[config.mk]
export PLATFORM = sky130hd
export DESIGN_NAME = router_pkt_tx
export DESIGN_NICKNAME = d
export VERILOG_FILES = /design/src/rtl/router_pkt_tx.sv
export SDC_FILE = /design/constraint.sdc
export NUM_CORES = 1
export LEC_CHECK = 0
export ABC_CLOCK_PERIOD_IN_PS = 3100
export BUFFER_PORTS_ARGS = -buffer_cell sky130_fd_sc_hd__buf_4
export CAP_MARGIN = 20
export CELL_PAD_IN_SITES_DETAIL_PLACEMENT = 0
export CELL_PAD_IN_SITES_GLOBAL_PLACEMENT = 1
export CORE_MARGIN = 2
export CORE_UTILIZATION = 40
export CTS_CLUSTER_SIZE = 14
export DETAILED_ROUTE_END_ITERATION = 16
export HOLD_SLACK_MARGIN = 0.03
export PLACE_DENSITY_LB_ADDON = 0.1
export SYNTH_ARGS = -nofsm -noshare
export SYNTH_HDL_FRONTEND = slang
export SYNTH_SLANG_ARGS = --single-unit
export TNS_END_PERCENT = 30
[constraint.sdc]
create_clock -name clock -period 3.1 [get_ports clock]
set_clock_uncertainty 0.15 [all_clocks]
set_input_delay 0.465 -clock clock [delete_from_list [all_inputs] [get_ports clock]]
set_output_delay 0.465 -clock clock [all_outputs]
set_load 0.03 [all_outputs]
[src/rtl/router_pkt_tx.sv]
// router_pkt_tx: host-side packet source for the 1x3 router input port.
// Payload bytes are buffered in a circular FIFO. On `start` one packet is
// serialised as header {len,dest}, payload bytes, then the parity byte.
// The router's `busy` signal holds the byte currently presented.
module router_pkt_tx #(
  parameter int DEPTH = 64  // power of two, >= 63; `count` is 7 bits so <= 64
) (
  input  logic       clock,
  input  logic       reset,
  input  logic       wr_en,
  input  logic [7:0] wr_data,
  output logic       wr_full,
  output logic [6:0] count,
  input  logic       start,
  input  logic [1:0] dest,
  input  logic [5:0] len,
  input  logic       inject_err,
  input  logic       busy,
  output logic [7:0] data_out,
  output logic       pkt_valid,
  output logic       ready,
  output logic       done,
  output logic       reject
);

  localparam int AW = $clog2(DEPTH);

  typedef enum logic [1:0] {
    S_IDLE    = 2'd0,
    S_HEADER  = 2'd1,
    S_PAYLOAD = 2'd2,
    S_PARITY  = 2'd3
  } state_t;

  // Payload storage and pointers (one bit wider than the address so that
  // full and empty are distinguishable).
  logic [7:0]  mem [DEPTH];
  logic [AW:0] wr_ptr_q, wr_ptr_d;
  logic [AW:0] rd_ptr_q, rd_ptr_d;
  logic [6:0]  count_q, count_d;
  logic        wr_full_q, wr_full_d;
  logic        wr_accept;
  logic        pop;
  logic [7:0]  head_byte;

  // Packet sequencing state.
  state_t      state_q, state_d;
  logic [5:0]  rem_q, rem_d;      // payload bytes still to be loaded
  logic        err_q, err_d;      // latched inject_err
  logic [7:0]  parity_q, parity_d;

  // Registered outputs.
  logic [7:0]  data_out_q, data_out_d;
  logic        pkt_valid_q, pkt_valid_d;
  logic        ready_q, ready_d;
  logic        done_q, done_d;
  logic        reject_q, reject_d;

  // A write while full is dropped; the full flag is the registered one.
  assign wr_accept = wr_en & ~wr_full_q;
  assign head_byte = mem[rd_ptr_q[AW-1:0]];

  // Buffer storage: plain write port, no reset so it maps onto RAM.
  always_ff @(posedge clock) begin
    if (wr_accept) begin
      mem[wr_ptr_q[AW-1:0]] <= wr_data;
    end
  end

  // Pointer, occupancy and full-flag next-state.
  always_comb begin
    wr_ptr_d  = wr_ptr_q;
    rd_ptr_d  = rd_ptr_q;
    count_d   = count_q;
    if (wr_accept) begin
      wr_ptr_d = wr_ptr_q + 1'b1;
    end
    if (pop) begin
      rd_ptr_d = rd_ptr_q + 1'b1;
    end
    case ({wr_accept, pop})
      2'b10:   count_d = count_q + 7'd1;
      2'b01:   count_d = count_q - 7'd1;
      default: count_d = count_q;
    endcase
    wr_full_d = (count_d == 7'(DEPTH));
  end

  // Packet FSM: next state, datapath updates and output values.
  always_comb begin
    state_d     = state_q;
    rem_d       = rem_q;
    err_d       = err_q;
    parity_d    = parity_q;
    data_out_d  = data_out_q;
    pkt_valid_d = pkt_valid_q;
    ready_d     = ready_q;
    done_d      = 1'b0;
    reject_d    = 1'b0;
    pop         = 1'b0;

    case (state_q)
      S_IDLE: begin
        data_out_d  = 8'd0;
        pkt_valid_d = 1'b0;
        ready_d     = 1'b1;
        if (start) begin
          // Only accept when the destination exists and the whole payload
          // is already buffered, so the stream can never underflow.
          if ((dest != 2'd3) && ({1'b0, len} <= count_q)) begin
            state_d     = S_HEADER;
            rem_d       = len;
            err_d       = inject_err;
            parity_d    = {len, dest};
            data_out_d  = {len, dest};
            pkt_valid_d = 1'b1;
            ready_d     = 1'b0;
          end else begin
            reject_d = 1'b1;
          end
        end
      end

      // Header and payload share the advance rule: load the next payload
      // byte (popping it) or, once none remain, the parity byte.
      S_HEADER, S_PAYLOAD: begin
        if (!busy) begin
          if (rem_q == 6'd0) begin
            state_d     = S_PARITY;
            data_out_d  = parity_q ^ {8{err_q}};
            pkt_valid_d = 1'b0;
          end else begin
            state_d     = S_PAYLOAD;
            pop         = 1'b1;
            data_out_d  = head_byte;
            parity_d    = parity_q ^ head_byte;
            rem_d       = rem_q - 6'd1;
            pkt_valid_d = 1'b1;
          end
        end
      end

      S_PARITY: begin
        if (!busy) begin
          state_d     = S_IDLE;
          data_out_d  = 8'd0;
          pkt_valid_d = 1'b0;
          ready_d     = 1'b1;
          done_d      = 1'b1;
        end
      end

      default: begin
        state_d     = S_IDLE;
        data_out_d  = 8'd0;
        pkt_valid_d = 1'b0;
        ready_d     = 1'b1;
      end
    endcase
  end

  // State, pointer and output registers; reset empties the buffer and
  // abandons any packet in flight.
  always_ff @(posedge clock or posedge reset) begin
    if (reset) begin
      state_q     <= S_IDLE;
      wr_ptr_q    <= '0;
      rd_ptr_q    <= '0;
      count_q     <= 7'd0;
      wr_full_q   <= 1'b0;
      rem_q       <= 6'd0;
      err_q       <= 1'b0;
      parity_q    <= 8'd0;
      data_out_q  <= 8'd0;
      pkt_valid_q <= 1'b0;
      ready_q     <= 1'b1;
      done_q      <= 1'b0;
      reject_q    <= 1'b0;
    end else begin
      state_q     <= state_d;
      wr_ptr_q    <= wr_ptr_d;
      rd_ptr_q    <= rd_ptr_d;
      count_q     <= count_d;
      wr_full_q   <= wr_full_d;
      rem_q       <= rem_d;
      err_q       <= err_d;
      parity_q    <= parity_d;
      data_out_q  <= data_out_d;
      pkt_valid_q <= pkt_valid_d;
      ready_q     <= ready_d;
      done_q      <= done_d;
      reject_q    <= reject_d;
    end
  end

  assign wr_full   = wr_full_q;
  assign count     = count_q;
  assign data_out  = data_out_q;
  assign pkt_valid = pkt_valid_q;
  assign ready     = ready_q;
  assign done      = done_q;
  assign reject    = reject_q;

endmodule

==> results.md <==
- Core area: 0.0574 mm2
- Number of synthesized flops with an enable pin: 512
- Syn avg cell area: 17.8 um2
- Crit Path Max Fanout: 22
- Endpoint, Worst Hold: rem_q[5]
- Antenna violations before repair: 0
- WP data required: 3430 ps
- Die area: 0.0597 mm2
- Vias in the first global route: 12,700
- Worst Setup SP: rd_ptr_q[0]
- Top-area cell type share of the netlist area: 0.666
- CP Cell Sequence: buf_12, mux4_2, mux2_2, a221oi_1, o21a_1, o21ai_1, a221o_1
- CTS max path bufs: 3
- Drt drc: 0
- Maximum clock rate: 340 MHz
- TritonCTS clock tree: yes
- Reg-to-reg slack, setup: 160 ps
- Final Setup Violations: 0
- Rows: 88
- Largest net degree at the start of global routing: 65
- Starting Density: 0.403
- Total net switching power: 8.69 mW
- Net count, final: 1,524
- Worst-path clk slew: 60 ps
- Max-slew violations: 0
- Power per Cell Area: 951 mW/mm2
- Outcome: finished, final reports clean
- Clk network pwr share: 0.285
- Drt total wl: 59.4 mm
- Synth unique cells: 77
- Syn Inst Count: 1,298
- R2R Path Start: rd_ptr_q[0]
- First-pass GRT wire length: 88.1 mm
- Biggest area consumer among synthesized cells: edfxtp_1
- Layout Utilization: 0.478
- Critical hold path startpoint: len[5]
- FF-to-FF End: data_out[4]
- Hold path cells: 3
- Synth Warn #: 0
- Asr flop ratio synth: 0.0873
- Worst-Margin Slew: 829 ps
- Post-synth top flop: edfxtp_1
- CTS buffer count: 60
- Crit path kind: flip-flop to flip-flop
- WP depth: 7
- Setup TNS: 0 ps
- Post-synthesis sequential area ratio: 0.719
- Hold Violations, Final: 0
- Combinational Power Share: 0.357
- Starting DRT DRC Count: 1,058
- Crit end category: flip-flop
- Hold Path Class: input port to flip-flop
- Worst-Skew Late Latency: 620 ps
- Flop pwr share: 0.358
- Inserted Diodes: 0
- DP Wirelength: 38.2 mm
- Grt total ovfl: 0
- Gpl congestion: 0.787
- Post-Syn Area: 0.0231 mm2
- Syn_nets: 1,333
- Die H: 244 um
- Clock root buffer: clkbuf_16
- Switching part of the total: 0.333
- Io pins: 42
- Post-DR vias/cell: 5.45
- Synth area leaders: edfxtp_1 (67%), mux4_2 (10%), dfrtp_1 (5.2%), mux2i_1 (2.9%), nor2_1 (1.6%)
- Wire length per cell: 25.8 um
- VDD IR-drop max: 456 uV
- # H-tree levels: 2
- Critical Path AT: 3280 ps
- Static Leak: 9.42 nW
- Slowest cell on crit path: mux4_2
- CP max stage delay: 520 ps
- Clock sinks: 561
- Synth Register Bits: 561
- Minimum clock period: 2940 ps
- Int Pwr: 17.4 mW
- Max Cap Viol: 0
- PortBufs: 41
- Slew HR: 0.447
- Area delta synth->final: 18.7%
- RSZ-0062 raised after global routing: false
- CP bufs+invs: 1
- DR pass1 iterations: 5
- Worst Reg-to-Reg Cells: 7
- Vias: 12,600
- Share of cells above drive strength 1: 0.284
- Largest delay share family, worst path: compound AO/OA/AOI/OAI gates
- Total GRT Usage: 0.202
- Antenna viol nets, final: 0
- Critical path startpoint category: flip-flop
- Crit share post-route: 0.949
- Die Wd: 244 um
==> state kept, by name, summed over array words and instances (netlist names), 2 cells and up <==
signal,flops
mem,512
parity_q,8
rd_ptr_q,6
state_q,2
rem_q,6
data_out,8
wr_ptr_q,6
count,7
==> logic make-up (layout without fill, tap and decap cells) <==
family / after synthesis / count (layout) / synth area share
flip-flops: 561 / 561 / 0.719
XOR/XNOR: 23 / 23 / 0.00872
AO/OA/AOI/OAI: 170 / 170 / 0.0534
adder cells (fa/ha/maj): 13 / 13 / 0.00704
buffers and inverters: 94 / 336 / 0.0196
multiplexers: 197 / 197 / 0.143
AND/OR/NAND/NOR: 240 / 240 / 0.0493
==> worst max-delay path by stage <==
stage                             end  slack [ps]
after global routing          wr_full          30
after floorplan               wr_full         180
after CTS                 data_out[3]         100
after detailed placement  data_out[3]         130
after global placement    data_out[3]         150
final                     data_out[4]         160
==> layer usage <==
metal	global-route usage	vias up	part of all wire
met2	0.324	337	0.47
met3	0.0289	76	0.045
met1	0.296	6541	0.46
met5	0	-	0
met4	0.0438	0	0.018
li1	-	5615	-
==> through the flow <==
stage	cells	total power [mW]	hold slack, ps	instance area [um2]	setup slack [ps]
floorplan	1298	15.2	324	23100	178
global placement	2183	18.8	351	25200	148
detailed placement	2183	18.9	341	25200	126
CTS	2305	26.4	43.4	27400	97.0
global route	2305	27.4	68.1	27400	32.0
finish	2305	26.1	73.4	27400	157
==> power groups by stage <==
stage	combinational (mW)	clock, mW	sequential, mW
finish	9.31	7.43	9.34
detailed placement	9.37	0	9.48
CTS	9.43	7.59	9.33
global placement	9.35	0	9.48
global route	10.1	7.91	9.39
floorplan	5.82	0	9.42
==> worst register-to-register path, stage by stage (launching register included) <==
cell      delay, ps
dfrtp_4         480
buf_12          230
mux4_2          550
mux2_2          320
a221oi_1        410
o21a_1          250
o21ai_1         100
a221o_1         330
==> area by class of cell <==
class / count / area (um2)
flip-flops and latches: 561 / 16600
inverters: 23 / 86.3
clock buffers: 68 / 1550
repair buffers: 200 / 1640
well taps: 765 / 957
clock inverters: 45 / 500
multi-input cells: 643 / 6070
fillers: 4856 / 30000
==> placed cells by master, fill, tap and decap left out, types with 19 or more instances in the layout <==
cell type / count
edfxtp_1: 512
buf_4: 182
mux4_2: 104
nor2_1: 96
mux2i_1: 66
clkbuf_16: 61
nand2_1: 58
dfrtp_1: 45
a21oi_1: 31
mux2_2: 26
inv_1: 20
clkinv_2: 19
==> what timing repair did <==
| item | 4_1_cts | 5_1_grt |
|---|---|---|
| hold buffers | 9 | 0 |
| endpoints found under the setup margin | 0 | 3 |
| gates resized for setup | 0 | 3 |
| buffers inserted | 0 | 0 |
| hold endpoints to repair | 30 | 0 |
==> synthesized netlist by cell type (all sizes together) (6+ instances only) <==
cell type and instances:
mux2 27, o22ai 8, or2 7, xnor2 17
nor2b 10, nor2 96, nand2b 6, dfrtp 48
a221oi 16, nor3 12, nand2 58, mux4 104
a21oi 32, o21ai 28, edfxtp 512, xor2 6
a211oi 10, nand4 7, nand3 11, inv 22
ha 13, a221o 6, o2111ai 6, o221ai 17
buf 44, clkbuf 27, mux2i 66, o211ai 7
Power figures use the tool's default switching activity.
